--- config.mk ---
export PLATFORM = sky130hd
export DESIGN_NAME = alu_serial_ctrl
export DESIGN_NICKNAME = d
export VERILOG_FILES = /design/src/rtl/alu_pkg.sv /design/src/rtl/alu_1bit.sv /design/src/rtl/alu_serial_ctrl.sv
export SDC_FILE = /design/constraint.sdc
export NUM_CORES = 1
export LEC_CHECK = 0
export ABC_AREA = 1
export CELL_PAD_IN_SITES_DETAIL_PLACEMENT = 1
export CELL_PAD_IN_SITES_GLOBAL_PLACEMENT = 1
export CORE_MARGIN = 5
export CORE_UTILIZATION = 39
export CTS_CLUSTER_SIZE = 25
export DETAILED_ROUTE_END_ITERATION = 10
export MAX_ROUTING_LAYER = met4
export PLACE_DENSITY = 0.74
export SETUP_SLACK_MARGIN = 0.02
export SYNTH_ARGS = -nofsm -noshare
export SYNTH_HDL_FRONTEND = slang
export SYNTH_HIERARCHICAL = 1
export SYNTH_SLANG_ARGS = --single-unit
--- constraint.sdc ---
create_clock -name clk -period 2.4 [get_ports clk]
set_clock_uncertainty 0.1 [all_clocks]
set_input_delay 0.24 -clock clk [delete_from_list [all_inputs] [get_ports clk]]
set_output_delay 0.24 -clock clk [all_outputs]
set_load 0.005 [all_outputs]
--- src/rtl/alu_pkg.sv ---
// Shared opcode constants, FSM state encoding and opcode-class helpers
// for the bit-serial ALU sequencer.
package alu_pkg;

    localparam logic [2:0] OP_AND  = 3'b000;
    localparam logic [2:0] OP_OR   = 3'b001;
    localparam logic [2:0] OP_ADD  = 3'b010;
    localparam logic [2:0] OP_NAND = 3'b011;
    localparam logic [2:0] OP_NOR  = 3'b100;
    localparam logic [2:0] OP_ADD2 = 3'b101;
    localparam logic [2:0] OP_SUB  = 3'b110;
    localparam logic [2:0] OP_SLT  = 3'b111;

    typedef enum logic [1:0] {
        ST_IDLE = 2'b00,
        ST_RUN  = 2'b01,
        ST_DONE = 2'b10
    } state_t;

    // Ops that subtract: B is inverted and the carry chain starts at 1.
    function automatic logic is_sub_like(input logic [2:0] op);
        return (op == OP_SUB) || (op == OP_SLT);
    endfunction

    // Ops whose carry-out and overflow flags are reported.
    function automatic logic is_arith(input logic [2:0] op);
        return (op == OP_ADD) || (op == OP_ADD2) || (op == OP_SUB);
    endfunction

endpackage

--- src/rtl/alu_1bit.sv ---
// One-bit ALU slice in the classic MIPS style: AND/OR/ADD/NAND/NOR with
// optional B inversion, carry in/out, and a Less input for SLT.
module alu_1bit
    import alu_pkg::*;
(
    input  logic       a,
    input  logic       b,
    input  logic       binvert,
    input  logic       carry_in,
    input  logic       less,
    input  logic [2:0] operation,
    output logic       result,
    output logic       carry_out
);

    logic b_eff;
    logic sum;

    assign b_eff     = b ^ binvert;
    assign sum       = a ^ b_eff ^ carry_in;
    assign carry_out = (a & b_eff) | (a & carry_in) | (b_eff & carry_in);

    // NOTE: every always_comb output gets a default first so no path can infer a latch.
    always_comb begin
        result = 1'b0;
        case (operation)
            OP_AND:  result = a & b_eff;
            OP_OR:   result = a | b_eff;
            OP_ADD:  result = sum;
            OP_NAND: result = ~(a & b_eff);
            OP_NOR:  result = ~(a | b_eff);
            OP_ADD2: result = sum;
            OP_SUB:  result = sum;
            OP_SLT:  result = less;
            default: result = 1'b0;
        endcase
    end

endmodule

--- src/rtl/alu_serial_ctrl.sv ---
// Bit-serial ALU sequencer: streams a WIDTH-bit operand pair LSB-first through
// one alu_1bit slice and returns result and flags on a valid/ready channel.
module alu_serial_ctrl
    import alu_pkg::*;
#(
    parameter int WIDTH = 8
) (
    input  logic             clk,
    input  logic             rst_n,
    input  logic             in_valid,
    output logic             in_ready,
    input  logic [WIDTH-1:0] in_a,
    input  logic [WIDTH-1:0] in_b,
    input  logic [2:0]       in_op,
    input  logic             abort,
    output logic             out_valid,
    input  logic             out_ready,
    output logic [WIDTH-1:0] out_result,
    output logic             out_cout,
    output logic             out_ovf,
    output logic             out_zero
);

    localparam int CNT_W = $clog2(WIDTH);
    localparam logic [CNT_W-1:0] LAST_IDX = CNT_W'(WIDTH - 1);

    state_t           state;
    logic [WIDTH-1:0] a_sr;
    logic [WIDTH-1:0] b_sr;
    logic [WIDTH-2:0] res_sr;
    logic [2:0]       op_q;
    logic             carry_q;
    logic [CNT_W-1:0] idx;

    logic             slice_res;
    logic             slice_cout;
    logic [2:0]       slice_op;
    logic [WIDTH-1:0] shift_val;
    logic [WIDTH-1:0] next_result;

    // SLT runs the slice as a subtract; its answer is the final sign bit.
    assign slice_op  = (op_q == OP_SLT) ? OP_SUB : op_q;
    assign shift_val = {slice_res, res_sr};

    always_comb begin
        next_result = shift_val;
        if (op_q == OP_SLT) begin
            next_result = {{(WIDTH-1){1'b0}}, slice_res};
        end
    end

    alu_1bit u_slice (
        .a         (a_sr[0]),
        .b         (b_sr[0]),
        .binvert   (is_sub_like(op_q)),
        .carry_in  (carry_q),
        .less      (1'b0),
        .operation (slice_op),
        .result    (slice_res),
        .carry_out (slice_cout)
    );

    // NOTE: sequential state uses non-blocking assignments so every flop samples pre-edge values.
    always_ff @(posedge clk or negedge rst_n) begin
        if (!rst_n) begin
            state      <= ST_IDLE;
            in_ready   <= 1'b1;
            out_valid  <= 1'b0;
            out_result <= '0;
            out_cout   <= 1'b0;
            out_ovf    <= 1'b0;
            out_zero   <= 1'b0;
            a_sr       <= '0;
            b_sr       <= '0;
            res_sr     <= '0;
            op_q       <= OP_AND;
            carry_q    <= 1'b0;
            idx        <= '0;
        end else begin
            case (state)
                ST_IDLE: begin
                    if (in_valid) begin
                        state    <= ST_RUN;
                        in_ready <= 1'b0;
                        a_sr     <= in_a;
                        b_sr     <= in_b;
                        op_q     <= in_op;
                        carry_q  <= is_sub_like(in_op);
                        idx      <= '0;
                    end
                end
                ST_RUN: begin
                    if (abort) begin
                        state    <= ST_IDLE;
                        in_ready <= 1'b1;
                    end else begin
                        a_sr    <= a_sr >> 1;
                        b_sr    <= b_sr >> 1;
                        res_sr  <= shift_val[WIDTH-1:1];
                        carry_q <= slice_cout;
                        if (idx == LAST_IDX) begin
                            state      <= ST_DONE;
                            out_valid  <= 1'b1;
                            out_result <= next_result;
                            out_zero   <= (next_result == '0);
                            // Flags from the MSB step: carry_q is the carry into the MSB.
                            out_cout   <= is_arith(op_q) & slice_cout;
                            out_ovf    <= is_arith(op_q) & (carry_q ^ slice_cout);
                        end else begin
                            idx <= idx + CNT_W'(1);
                        end
                    end
                end
                ST_DONE: begin
                    // Abort and a consumer handshake both release the result; abort just
                    // means the response counts as never issued.
                    if (abort || out_ready) begin
                        state     <= ST_IDLE;
                        in_ready  <= 1'b1;
                        out_valid <= 1'b0;
                    end
                end
                default: begin
                    state     <= ST_IDLE;
                    in_ready  <= 1'b1;
                    out_valid <= 1'b0;
                end
            endcase
        end
    end

endmodule

=== After elaboration in Yosys (flattened, before gate mapping) ===
Cells that the tools add are included.

* Register bits: 45
* Bits of input ports: 24
* Output and inout bits: 13
* Word-level logic and storage cells: 100

* Add/subtract/negate cells: 1
* Eq/ne operators: 23
* Mux-type cells: 29
* Bitwise logic cells: 16
* Reductions and logical operators: 18

{| class="wikitable"
|+ Operators with widths
! operator !! number
|-
| 8-bit 2-to-1 mux || 5
|-
| 8-bit one-hot mux with 2 select lines || 2
|-
| 3-bit == test, second input constant || 10
|-
| 3-bit 2-to-1 mux || 4
|-
| 2-bit inequality test, second input constant || 6
|-
| 3-bit AND reduction || 4
|-
| 3-bit by 2-bit == test with 1-bit output, second input constant || 3
|-
| 8-bit zero test || 1
|-
| 1-bit 2-to-1 mux || 8
|-
| 2-bit 2-to-1 mux || 4
|-
| 4-bit AND reduction || 2
|-
| 1-bit one-hot mux with 3 select lines || 2
|-
| 1-bit one-hot mux with 6 select lines || 1
|-
| 2-bit one-hot mux with 3 select lines || 1
|-
| 3-bit one-hot mux with 2 select lines || 1
|-
| 1-bit bitwise AND || 5
|-
| 1-bit logical OR || 5
|-
| 1-bit inverter || 4
|-
| 2-bit AND reduction || 2
|-
| 1-bit XOR || 4
|-
| 3-bit by 1-bit adder with 3-bit output, second input constant || 1
|-
| 3-bit by 1-bit == test with 1-bit output, second input constant || 1
|-
| 3-bit zero test || 1
|-
| 3-bit inequality test, second input constant || 1
|-
| 7 further kinds || 9
|}

=== Longest topological paths before layout ===
Gate-level depths: netlist of run 1.

* Depth in word-level cells: 8
* Mapped depth: 16
* Depth with buffers taken out: 16

=== Modules after synthesis ===
The synthesis of run 1 kept the hierarchy.

{| class="wikitable"
|+ By module, submodules not included
! module !! instances !! cells an instance !! area each (um^2) !! sequential area each (um^2)
|-
| alu_serial_ctrl || 1 || 232 || 2070.7 || 1127.3
|-
| alu_1bit || 1 || 26 || 147.6 || 0.0
|}

=== Worst setup path after synthesis of run 1 ===
Ideal clock, no wire load.

* Path type: register to register
* Start point: register op_q[1]
* End point: register out_zero
* Setup time: 0.116 ns
* Arrival time: 1.955 ns
* Required time: 2.184 ns
* Setup slack: 0.229 ns
* Stages on the path, launching flop included: 17
* Buffers on the path: 0
* Clock period less this slack: 2.171 ns
* Cells stage by stage: dfrtp_1 > nand2_1 > inv_1 > xnor2_1 > inv_1 > fa_1 > inv_1 > nand2_1 > nand3_1 > nand3_1 > nand2_1 > inv_1 > inv_1 > o21ai_0 > nor2_2 > nand2_1 > nand2_1

* Longest elaborated chain between the ends: 8
* Elaborated cells on any way between the ends: 23
* Those cells by class: eq/ne: 9; mux: 3; bitwise: 7; reduce/logical: 4

{| class="wikitable"
|+ RTL lines
! what !! line !! text
|-
| start, declared || alu_serial_ctrl.sv:31 || <nowiki>logic [2:0] op_q;</nowiki>
|-
| start signal, assigned || alu_serial_ctrl.sv:87 || <nowiki>op_q <= in_op;</nowiki>
|-
| parallel branches: the longest is 5 deep, another holds 3-bit == test || -- ||
|-
| 1-bit one-hot mux with 6 select lines * || alu_1bit.sv:26 || <nowiki>case (operation)</nowiki>
|-
| net slice_res || alu_serial_ctrl.sv:35 || <nowiki>logic slice_res;</nowiki>
|-
| 8-bit 2-to-1 mux * || alu_serial_ctrl.sv:47 || <nowiki>if (op_q == OP_SLT) begin</nowiki>
|-
| 8-bit zero test * || alu_serial_ctrl.sv:105 || <nowiki>out_zero <= (next_result == '0);</nowiki>
|-
| end signal, assigned || alu_serial_ctrl.sv:105 ||
|-
| end, declared || alu_serial_ctrl.sv:21 || <nowiki>output logic out_zero</nowiki>
|}

Mark *: on every way through the listed nets, which the timed path passes.
A chain may end at the register's enable or synchronous reset.

=== Final worst setup path of run 1 ===
Ends and elaborated chain as after synthesis.

==> flow_summary_export.csv, run 1 <==
group,metric,value,unit
run_status,status,"finished clean",
power_and_ir_drop,p_leak,0.00131,uW
critical_path,crit_type,"reg2reg",
routing,drc,0,
grt,grt_antenna_before_repair,0,
floorplanning,fp.coreArea,5510,um2
power_and_ir_drop,clkPwrFrac,20.1,%
critical_path,timing.critical_path.from,"op_q[1]",
timing,rsz0062_at_grt,"true",
clocking,cts-root-buf,"clkbuf_8",
routing,viasPerCell,4.77,
timing,fmax,457,MHz
grt,grt_max_degree,46,
clocking,cts.htree.levels,2,
grt,grt_pass1_vias,1848,
floorplanning,ioPinCount,37,
finish,syn2layout_area_growth,23.9,%
placed_design,dp_slack,0.0577,ns
timing,drv_slew,0,
power_and_ir_drop,seqPwrFrac,44.6,%
synthesis,synth-edff-count,0,
finish,fin_nets,327,
critical_path,arrival,2.27,ns
timing,hold_violations,0,
synthesis,ys_seq_area_share,50.8,%
synthesis,ys_warn_count,6,
floorplanning,rows,27,
synthesis,synth_cells,258,
placed_design,dp_hpwl,3.59,mm
clocking,worstSkewPairLatency,0.30,ns
clocking,clk_pin_slew,0.09,ns
clocking,cts_tree,"built",
timing,worst_pin_slew,0.566,ns
critical_path,crit_end,"out_zero",
critical_path,reg2reg_depth,16,
floorplanning,die_area,7300,um2
clocking,clk_path_buf_depth,2,
finish,drive_gt1_share,11.7,%
routing,ant_nets,0,
critical_path,r2r-end,"out_zero",
critical_path,start_kind,"register",
routing,wl_per_cell,13.1,um
power_and_ir_drop,p_switching,850,uW
power_and_ir_drop,p_per_area,874,nW/um2
routing,wl,4.87,mm
grt,grt.total_usage,14.7,%
routing,dr.pass1.iters,4,
clocking,numCtsBuffers,5,
synthesis,async_flop_share,100,%
timing,fin_crit_sh,91.1,%
placed_design,gp_congestion,0.816,
synthesis,mappedNetlistArea,2220,um2
placed_design,portBuffers,36,
power_and_ir_drop,vdd_drop_max,427,uV
finish,fin_cells,371,
placed_design,placedCellCount,359,
floorplanning,die_h,85.4,um
power_and_ir_drop,sw_frac_of_total,35.4,%
finish,layout_commonest_cell,"nand2_1",
timing,maxSlewHeadroom,62.3,%
finish,layout_common_cells,"nand2_1 (65), dfrtp_1 (44), o21ai_0 (37)",
floorplanning,die_w,85.4,um
floorplanning,initial_utilization,40.3,%
grt,grt_pass1_wl,8.29,mm
grt,gr-total-overflow,0,
critical_path,critical_path_required,2.49,ns
timing,layout_setup_ws,0.214,ns
finish,antenna_cells,0,
critical_path,cp_max_fo,3,
synthesis,ys_types,26,
critical_path,cp-end-kind,"register",
routing,drt_first_iter_violations,37,
timing,setup-violations-final,0,
run,maxCapViolCount,0,
power_and_ir_drop,cell_internal_pwr,1550,uW
synthesis,ys_ff_latch,45,
timing,post-route-min-period,2.19,ns
routing,dr_total_vias,1770,
critical_path,r2r_start,"op_q[1]",
synthesis,ys.flop_type,"dfrtp_1",
critical_path,rrSetupSlack,0.21,ns
clocking,cts_sinks,45,
synthesis,synth_area_per_cell,8.60,um2
worst_hold_path,hold_path_class,"reg2reg",
synthesis,synth_fp_nets,287,
power_and_ir_drop,p_comb_share,35.3,%
[Yosys cell counts (all sizes together), types with 2 or more instances]
cell	count	area, um2
o21ai	39	195
nor2	14	72.6
a21oi	7	38.8
nand2	70	290
ha	4	50.1
inv	34	128
nand3	15	75.1
buf	9	72.6
dfrtp	44	1100
mux2	2	22.5
o211ai	12	90.1
clkbuf	2	7.51
[cell type report]
cell class                 instances  area, um2
timing repair buffer              44        418
tap                               72       90.1
multi-input combinational        168        895
inverter                          34        128
clock buffer                       8       90.1
fill                             675       2760
sequential                        45       1130
[worst max-delay path, cell delays in order, from the launching register on]
cell and delay (ns):
dfrtp_1 0.38, nand2_1 0.08, inv_2 0.05, xnor2_2 0.17
inv_2 0.07, fa_1 0.53, inv_1 0.05, nand2_1 0.05
nand3_1 0.06, nand3_1 0.09, nand2_1 0.06, inv_2 0.07
inv_2 0.04, o21ai_2 0.11, nor2_2 0.06, nand2_1 0.06
nand2_1 0.04
[repair_timing]
action                     4_1_cts  5_1_grt
gates resized for setup          1        7
hold buffers                     1        0
pin swaps                        0        6
setup endpoints to repair        1        2
hold endpoints to repair        44        0
buffers inserted                 0        3
[flip-flops by register name (all words and copies together) (netlist names)]
register	flops
state	2
out_valid	1
carry_q	1
op_q	3
b_sr	8
out_result	8
res_sr	7
out_zero	1
in_ready	1
a_sr	8
out_cout	1
out_ovf	1
idx	3
[how the worst min path moves through the flow]
| stage | start | to | slack [ns] | cells past startpoint |
|---|---|---|---|---|
| 2_1_floorplan | rst_n | a_sr[0] | -0.16 | 0 |
| 3_3_place_gp | rst_n | b_sr[5] | 0.27 | 2 |
| 3_5_place_dp | rst_n | b_sr[5] | 0.27 | 2 |
| 4_1_cts | out_ovf | out_ovf | 0.39 | 2 |
| 5_1_grt | in_op[0] | op_q[0] | 0.41 | 3 |
| 6_report | out_ovf | out_ovf | 0.39 | 2 |
[metrics by stage]
stage | util (%) | setup TNS (ns) | total power, uW | hold slack [ns] | cell area (um2)
2_1_floorplan | - | 0 | 1630 | -0.156 | 2220
3_3_place_gp | 47.5 | 0 | 1830 | 0.266 | 2610
3_5_place_dp | 47.5 | 0 | 1880 | 0.267 | 2610
4_1_cts | 49.4 | 0 | 2380 | 0.393 | 2720
5_1_grt | 49.9 | -0.0242 | 2620 | 0.414 | 2750
6_report | 49.9 | 0 | 2400 | 0.386 | 2750
[layer usage]
metal	track usage, %	up-vias	wire (um)
met1	17.6	840	2290
li1	-	901	-
met3	3.11	6	156
met5	-	-	0
met2	23.9	23	2330
met4	6.04	0	88
[power by group through the flow]
stage | Clock (uW) | Combinational, uW | Sequential (uW)
6_report | 483 | 846 | 1070
5_1_grt | 538 | 984 | 1100
4_1_cts | 500 | 810 | 1070
3_5_place_dp | 0 | 792 | 1090
3_3_place_gp | 0 | 757 | 1080
2_1_floorplan | 0 | 573 | 1060
[cell families (layout without fill, tap and decap cells)]
group | Yosys count | after routing | synth area share, %
buf+inv | 45 | 86 | 9.36
simple gates | 100 | 100 | 20.1
xor+xnor | 2 | 2 | 0.790
fa+ha+maj | 5 | 5 | 3.16
compound gates | 58 | 58 | 14.6
mux | 2 | 2 | 1.02
flops | 45 | 45 | 50.8
other cells | 1 | 1 | 0.169
Power figures use the tool's default switching activity.
==> run 2: changes to the inputs <==
--- a/config.mk
+++ b/config.mk
@@ -9,13 +9,12 @@
 export CELL_PAD_IN_SITES_DETAIL_PLACEMENT = 1
 export CELL_PAD_IN_SITES_GLOBAL_PLACEMENT = 1
 export CORE_MARGIN = 5
-export CORE_UTILIZATION = 39
+export CORE_UTILIZATION = 40
 export CTS_CLUSTER_SIZE = 25
 export DETAILED_ROUTE_END_ITERATION = 10
 export MAX_ROUTING_LAYER = met4
-export PLACE_DENSITY = 0.74
+export PLACE_DENSITY = 0.75
 export SETUP_SLACK_MARGIN = 0.02
 export SYNTH_ARGS = -nofsm -noshare
 export SYNTH_HDL_FRONTEND = slang
-export SYNTH_HIERARCHICAL = 1
 export SYNTH_SLANG_ARGS = --single-unit
==> run 2 against run 1 <==
  * Sequential cell count is the same
  * Clock-buffer cell count is 3 lower
  * Synthesized area grew 2.1%
  * Synthesized cell count decreased by 1.6%
  * Critical path type unchanged
  * Core utilization rose by 0.64 points
==> flow_summary_export.csv, run 2 <==
group,metric,value,unit
placed_design,portBuffers,36,
routing,wl_per_cell,12.9,um
synthesis,synth_cells,254,
synthesis,yosys.area.top_type,"dfrtp_1",
clocking,numCtsBuffers,5,
clocking,cts_sinks,45,
floorplanning,fp.coreArea,5510,um2
routing,drt_first_iter_violations,60,
timing,hold_violations,0,
placed_design,gp_congestion,0.818,
synthesis,synth_most_common_cell,"nand2_1",
critical_path,cp_cell_sequence,"nand2_1 > xor2_1 > fa_1 > inv_1 > nand3_1 > nand3_1 > nand2_1 > o211ai_1 > nand2_1",
floorplanning,die_w,85.2,um
routing,dr_total_vias,1753,
critical_path,reg2reg_depth,9,
timing,fmax,496,MHz
clocking,cts_resized,0,
power_and_ir_drop,p_leak,0.00130,uW
routing,ant_nets,0,
grt,grt_max_degree,33,
synthesis,async_flop_share,100,%
timing,fin_crit_sh,84.0,%
finish,drive_gt1_share,13.7,%
clocking,cts-root-buf,"clkbuf_8",
critical_path,path_common_cell,"nand2_1",
finish,fin_nets,321,
finish,fin_cells,365,
synthesis,netlist_top_cells_area,"dfrtp_1 (49%), nand2_1 (13%), o21ai_0 (6.4%)",
synthesis,ys_types,27,
power_and_ir_drop,vdd_drop_max,357,uV
synthesis,synth_common_cells,"nand2_1 (78), dfrtp_1 (44), o21ai_0 (29)",
finish,syn2layout_area_growth,22.9,%
critical_path,cp_max_fo,6,
worst_hold_path,hold_path_class,"in2async",
timing,final.setup.tns,0,ns
critical_path,arrival,2.10,ns
finish,reg.largest.list,"a_sr x8, b_sr x8, out_result x8",
timing,maxSlewHeadroom,75.4,%
routing,dr.pass1.iters,4,
synthesis,synth_fp_nets,283,
grt,gr-total-overflow,0,
synthesis,synth-edff-count,0,
synthesis,ys_ff_latch,45,
synthesis,ys.flop_type,"dfrtp_1",
timing,worst_pin_slew,0.369,ns
timing,rsz0062_at_grt,"false",
routing,wl,4.71,mm
run,maxCapViolCount,0,
critical_path,cp-end-kind,"register",
routing,drc,0,
run_status,status,"finished clean",
clocking,clk_path_buf_depth,2,
timing,post-route-min-period,2.02,ns
clocking,cts_tree,"built",
clocking,worstSkewPairLatency,0.30,ns
placed_design,placedCellCount,356,
finish,layout_commonest_cell,"nand2_1",
clocking,clk_pin_slew,0.09,ns
critical_path,critPathSlowestCell,"fa_1",
clocking,cts.htree.levels,2,
grt,grt_pass1_vias,1898,
critical_path,start_kind,"register",
timing,drv_slew,0,
synthesis,ys_warn_count,0,
placed_design,dp_hpwl,3.62,mm
timing,setup-violations-final,0,
floorplanning,ioPinCount,37,
critical_path,critical_path_required,2.49,ns
grt,grt.total_usage,15.2,%
finish,antenna_cells,0,
synthesis,synth_area_per_cell,8.92,um2
critical_path,max_stage_delay,0.47,ns
finish,layout_common_cells,"nand2_1 (78), dfrtp_1 (44), clkdlybuf4s50_1 (35)",
synthesis,synth.top_cell.area_share,48.6,%
floorplanning,die_h,85.2,um
floorplanning,rows,27,
floorplanning,die_area,7270,um2
routing,viasPerCell,4.80,
synthesis,mappedNetlistArea,2260,um2
grt,grt_antenna_before_repair,0,
synthesis,ys_seq_area_share,49.8,%
critical_path,crit_type,"reg2reg",
power_and_ir_drop,p_per_area,883,nW/um2
grt,grt_pass1_wl,8.63,mm
floorplanning,initial_utilization,41.1,%
[run 2: cell types whose count changed in the layout (fill, tap and decap cells not counted), moves of 3 or more]
cell      change
o21ai_0       -8
o21ai_2      +12
a31oi_1       +3
a21oi_1       -6
buf_4         -5
inv_2         -3
o211ai_1     -11
nand2_1      +13
o31ai_2       +3
[run 2: cell type report]
cell class              instances  area, um2
repair buffers                 39        380
multi-input cells             171        936
clock inverters                 3       65.1
well taps                      72       90.1
flip-flops and latches         45       1130
inverters                      30        115
clock buffers                   5       68.8
fillers                       638       2720
[run 2: where the power goes]
group          internal (uW)  switching (uW)
Sequential               948             116
Combinational            286             431
Clock                    414             262
Total                   1650             809
[run 2: worst max-delay path: cells and delay by family (launching register included)]
family / cells / cell delay, ns
AO/OA/AOI/OAI: 1 / 0.09
AND/OR/NAND/NOR: 5 / 0.43
buffers and inverters: 1 / 0.06
adder cells (fa/ha/maj): 1 / 0.47
flip-flops: 1 / 0.44
XOR/XNOR: 1 / 0.30
[run 2: what timing repair did]
action / CTS / global route
hold endpoints to repair: 14 / 0
hold buffers: 1 / 0
setup buffers: 0 / 0
[run 2: cells by family (layout without fill, tap and decap cells)]
| logic type | Yosys count | in the layout | synth area share [%] |
|---|---|---|---|
| DFF | 45 | 45 | 49.8 |
| buffers and inverters | 38 | 77 | 8.89 |
| AOI/OAI and AO/OA | 54 | 54 | 15.7 |
| and+or+nand+nor | 110 | 110 | 21.8 |
| adders and majority gates | 5 | 5 | 3.09 |
| xor gates and xnor gates | 2 | 2 | 0.774 |
[run 2: layer usage]
metal / GRT usage [%] / part of all wire [%] / up-vias
li1: - / - / 888
met1: 17.5 / 43 / 830
met2: 26.1 / 51 / 30
met3: 3.69 / 4.5 / 5
met4: 4.32 / 1.3 / 0
met5: - / 0 / -
[run 2: worst paths after layout]
| check | start | to | slack (ns) |
|---|---|---|---|
| max | op_q[1] | out_zero | 0.38 |
| min | rst_n | op_q[1] | 0.28 |
| max reg2reg | op_q[1] | out_zero | 0.38 |
| min reg2reg | out_result[6] | out_result[6] | 0.39 |
| max in group asynchronous | rst_n | out_result[6] | 1.33 |
| min in group clk | in_b[7] | b_sr[7] | 0.39 |
[run 2: stage by stage]
step	worst slack (ns)	area [um2]	hold WS (ns)	utilization (%)	total power, uW
finish	0.384	2780	0.278	50.5	2460
global route	0.173	2780	0.308	50.5	2670
CTS	0.362	2780	0.282	50.5	2500
detailed placement	0.381	2640	0.0753	47.9	1820
global placement	0.496	2640	0.0717	47.9	1780
floorplan	0.553	2260	-0.156	-	1600
==> run 3: changes to the inputs <==
--- a/config.mk
+++ b/config.mk
@@ -9,11 +9,11 @@
 export CELL_PAD_IN_SITES_DETAIL_PLACEMENT = 1
 export CELL_PAD_IN_SITES_GLOBAL_PLACEMENT = 1
 export CORE_MARGIN = 5
-export CORE_UTILIZATION = 40
+export CORE_UTILIZATION = 36
 export CTS_CLUSTER_SIZE = 25
 export DETAILED_ROUTE_END_ITERATION = 10
 export MAX_ROUTING_LAYER = met4
-export PLACE_DENSITY = 0.75
+export PLACE_DENSITY = 0.71
 export SETUP_SLACK_MARGIN = 0.02
 export SYNTH_ARGS = -nofsm -noshare
 export SYNTH_HDL_FRONTEND = slang
==> constraint.sdc (replaced) <==
create_clock -name clk -period 1.8 [get_ports clk]
set_clock_uncertainty 0.1 [all_clocks]
set_input_delay 0.18 -clock clk [delete_from_list [all_inputs] [get_ports clk]]
set_output_delay 0.18 -clock clk [all_outputs]
set_load 0.005 [all_outputs]
==> run 3 against run 2 <==
  * Clock-buffer cell count increased by 2
  * Power up 32%
  * Die area increased by 9.8%
  * First-iteration DRC count shrank 12%
  * Sequential share of layout area is 0.98 points lower
  * Via count increased by 3.8%
  * Largest power group unchanged
  * Highest routed layer unchanged
==> flow_summary_export.csv, run 3 (synthesis gave the netlist of run 2 again) <==
group,metric,value,unit
finish,reg.largest.list,"a_sr x8, b_sr x8, out_result x8",
clocking,cts_setup_buffers,0,
critical_path,max_stage_delay,0.43,ns
placed_design,dp_hpwl,3.61,mm
timing,fmax,563,MHz
critical_path,r2r_start,"op_q[1]",
floorplanning,die_h,89.3,um
power_and_ir_drop,p_per_area,1140,nW/um2
finish,drive_gt1_share,17.3,%
grt,grt_pass1_wl,8.39,mm
critical_path,crit_type,"reg2reg",
timing,maxSlewHeadroom,73.1,%
critical_path,critical_path_required,1.89,ns
power_and_ir_drop,power,3240,uW
routing,drt_first_iter_violations,53,
clocking,worstSkewPairLatency,0.29,ns
critical_path,cp_max_fo,3,
routing,wl_per_cell,12.6,um
routing,dr_total_vias,1819,
grt,grt_max_degree,33,
clocking,cts_tree,"built",
finish,layout_commonest_cell,"nand2_1",
timing,layout_setup_ws,0.0241,ns
floorplanning,die_w,89.3,um
floorplanning,rows,28,
finish,layout_common_cells,"nand2_1 (76), dfrtp_1 (44), clkdlybuf4s50_1 (35)",
run_status,status,"finished clean",
placed_design,dp_slack,-0.00218,ns
routing,dr.pass1.iters,4,
clocking,clk_path_buf_depth,2,
clocking,numCtsBuffers,5,
run,maxCapViolCount,0,
timing,drv_slew,0,
critical_path,timing.critical_path.from,"op_q[1]",
timing,hold_violations,0,
timing,rsz0062_at_grt,"true",
power_and_ir_drop,p_leak,0.00134,uW
critical_path,critPathSlowestCell,"fa_1",
critical_path,cp-end-kind,"register",
routing,viasPerCell,4.85,
critical_path,arrival,1.86,ns
grt,grt.total_usage,14.0,%
finish,antenna_cells,0,
clocking,cts.htree.levels,2,
worst_hold_path,hold_path_class,"in2async",
routing,wl,4.73,mm
finish,syn2layout_area_growth,25.9,%
timing,setup-violations-final,0,
routing,ant_nets,0,
finish,fillers,719,
routing,drc,0,
grt,grt_antenna_before_repair,0,
timing,worst_pin_slew,0.404,ns
grt,grt_pass1_vias,1910,
critical_path,start_kind,"register",
timing,fin_crit_sh,98.7,%
clocking,cts_sinks,45,
placed_design,gp_congestion,0.798,
timing,post-route-min-period,1.78,ns
clocking,cts-root-buf,"clkbuf_8",
floorplanning,die_area,7980,um2
power_and_ir_drop,vdd_drop_max,568,uV
critical_path,cp_cell_sequence,"nand2_2 > xor2_2 > fa_1 > inv_1 > nand3_2 > nand3_2 > nand2_2 > o211ai_1 > nand2_1",
grt,gr-total-overflow,0,
finish,fin_nets,328,
placed_design,portBuffers,36,
floorplanning,fp.coreArea,6030,um2
floorplanning,ioPinCount,37,
floorplanning,initial_utilization,37.6,%
clocking,clk_pin_slew,0.08,ns
run 3: changes by cell type in the layout (fill, tap and decap cells not counted), sizes merged:
cell,delta
buf,+7
clkbuf,+2
bufinv,-1
clkinv,-1
run 3: critical path, delay by kind of cell (launching register included):
family / cells / cell delay [ns]
AO/OA/AOI/OAI: 1 / 0.09
XOR/XNOR: 1 / 0.18
adder cells (fa/ha/maj): 1 / 0.43
buffers and inverters: 1 / 0.08
flip-flops: 1 / 0.40
AND/OR/NAND/NOR: 5 / 0.39
run 3: power breakdown:
| group | leakage, uW | internal (uW) | switching [uW] | total [uW] |
|---|---|---|---|---|
| Sequential | 0.000584 | 1260 | 146 | 1410 |
| Clock | 0.0000585 | 453 | 331 | 784 |
| Combinational | 0.000696 | 432 | 612 | 1040 |
| Total | 0.00134 | 2150 | 1090 | 3240 |
run 3: final timing paths:
| path | end | slack [ns] | cells past startpoint |
|---|---|---|---|
| min in group clk | b_sr[7] | 0.33 | 3 |
| setup reg to reg | out_zero | 0.02 | 9 |
| hold / removal | b_sr[3] | 0.24 | 2 |
| max in group asynchronous | in_ready | 0.75 | 3 |
| setup / recovery | out_zero | 0.02 | 9 |
| hold reg to reg | out_zero | 0.39 | 2 |
run 3: final cells by class:
cell class,count,area (um2),area share (%)
clock buffer,7,86.3,3.03
inverter,30,118,4.12
tap,75,93.8,3.29
timing repair buffer,46,433,15.2
multi-input combinational,171,963,33.8
sequential,45,1130,39.5
clock inverter,1,30.0,1.05
run 3: routing by layer:
| layer | wire [um] | GRT usage, % | vias to the layer above | part of all wire (%) |
|---|---|---|---|---|
| li1 | - | - | 904 | - |
| met1 | 2060 | 16.2 | 885 | 43 |
| met2 | 2410 | 23.7 | 25 | 51 |
| met3 | 196 | 2.95 | 5 | 4.1 |
| met4 | 64 | 5.28 | 0 | 1.4 |
| met5 | 0 | - | - | 0 |
run 3: through the flow:
| stage | utilization, % | TNS [ns] | hold slack, ns | instance area, um2 | instances |
|---|---|---|---|---|---|
| 2_1_floorplan | - | 0 | -0.216 | 2270 | 254 |
| 3_3_place_gp | 44.9 | 0 | 0.0377 | 2710 | 366 |
| 3_5_place_dp | 44.9 | -0.00218 | 0.0398 | 2710 | 366 |
| 4_1_cts | 47.1 | 0 | 0.243 | 2840 | 375 |
| 5_1_grt | 47.3 | -0.248 | 0.281 | 2850 | 375 |
| 6_report | 47.3 | 0 | 0.237 | 2850 | 375 |
run 3: timing repair:
| item | CTS | global route |
|---|---|---|
| gates resized for setup | 2 | 5 |
| hold buffers | 1 | 0 |
| pin swaps | 3 | 8 |
| hold endpoints to repair | 16 | 0 |
| endpoints found under the setup margin | 2 | 12 |
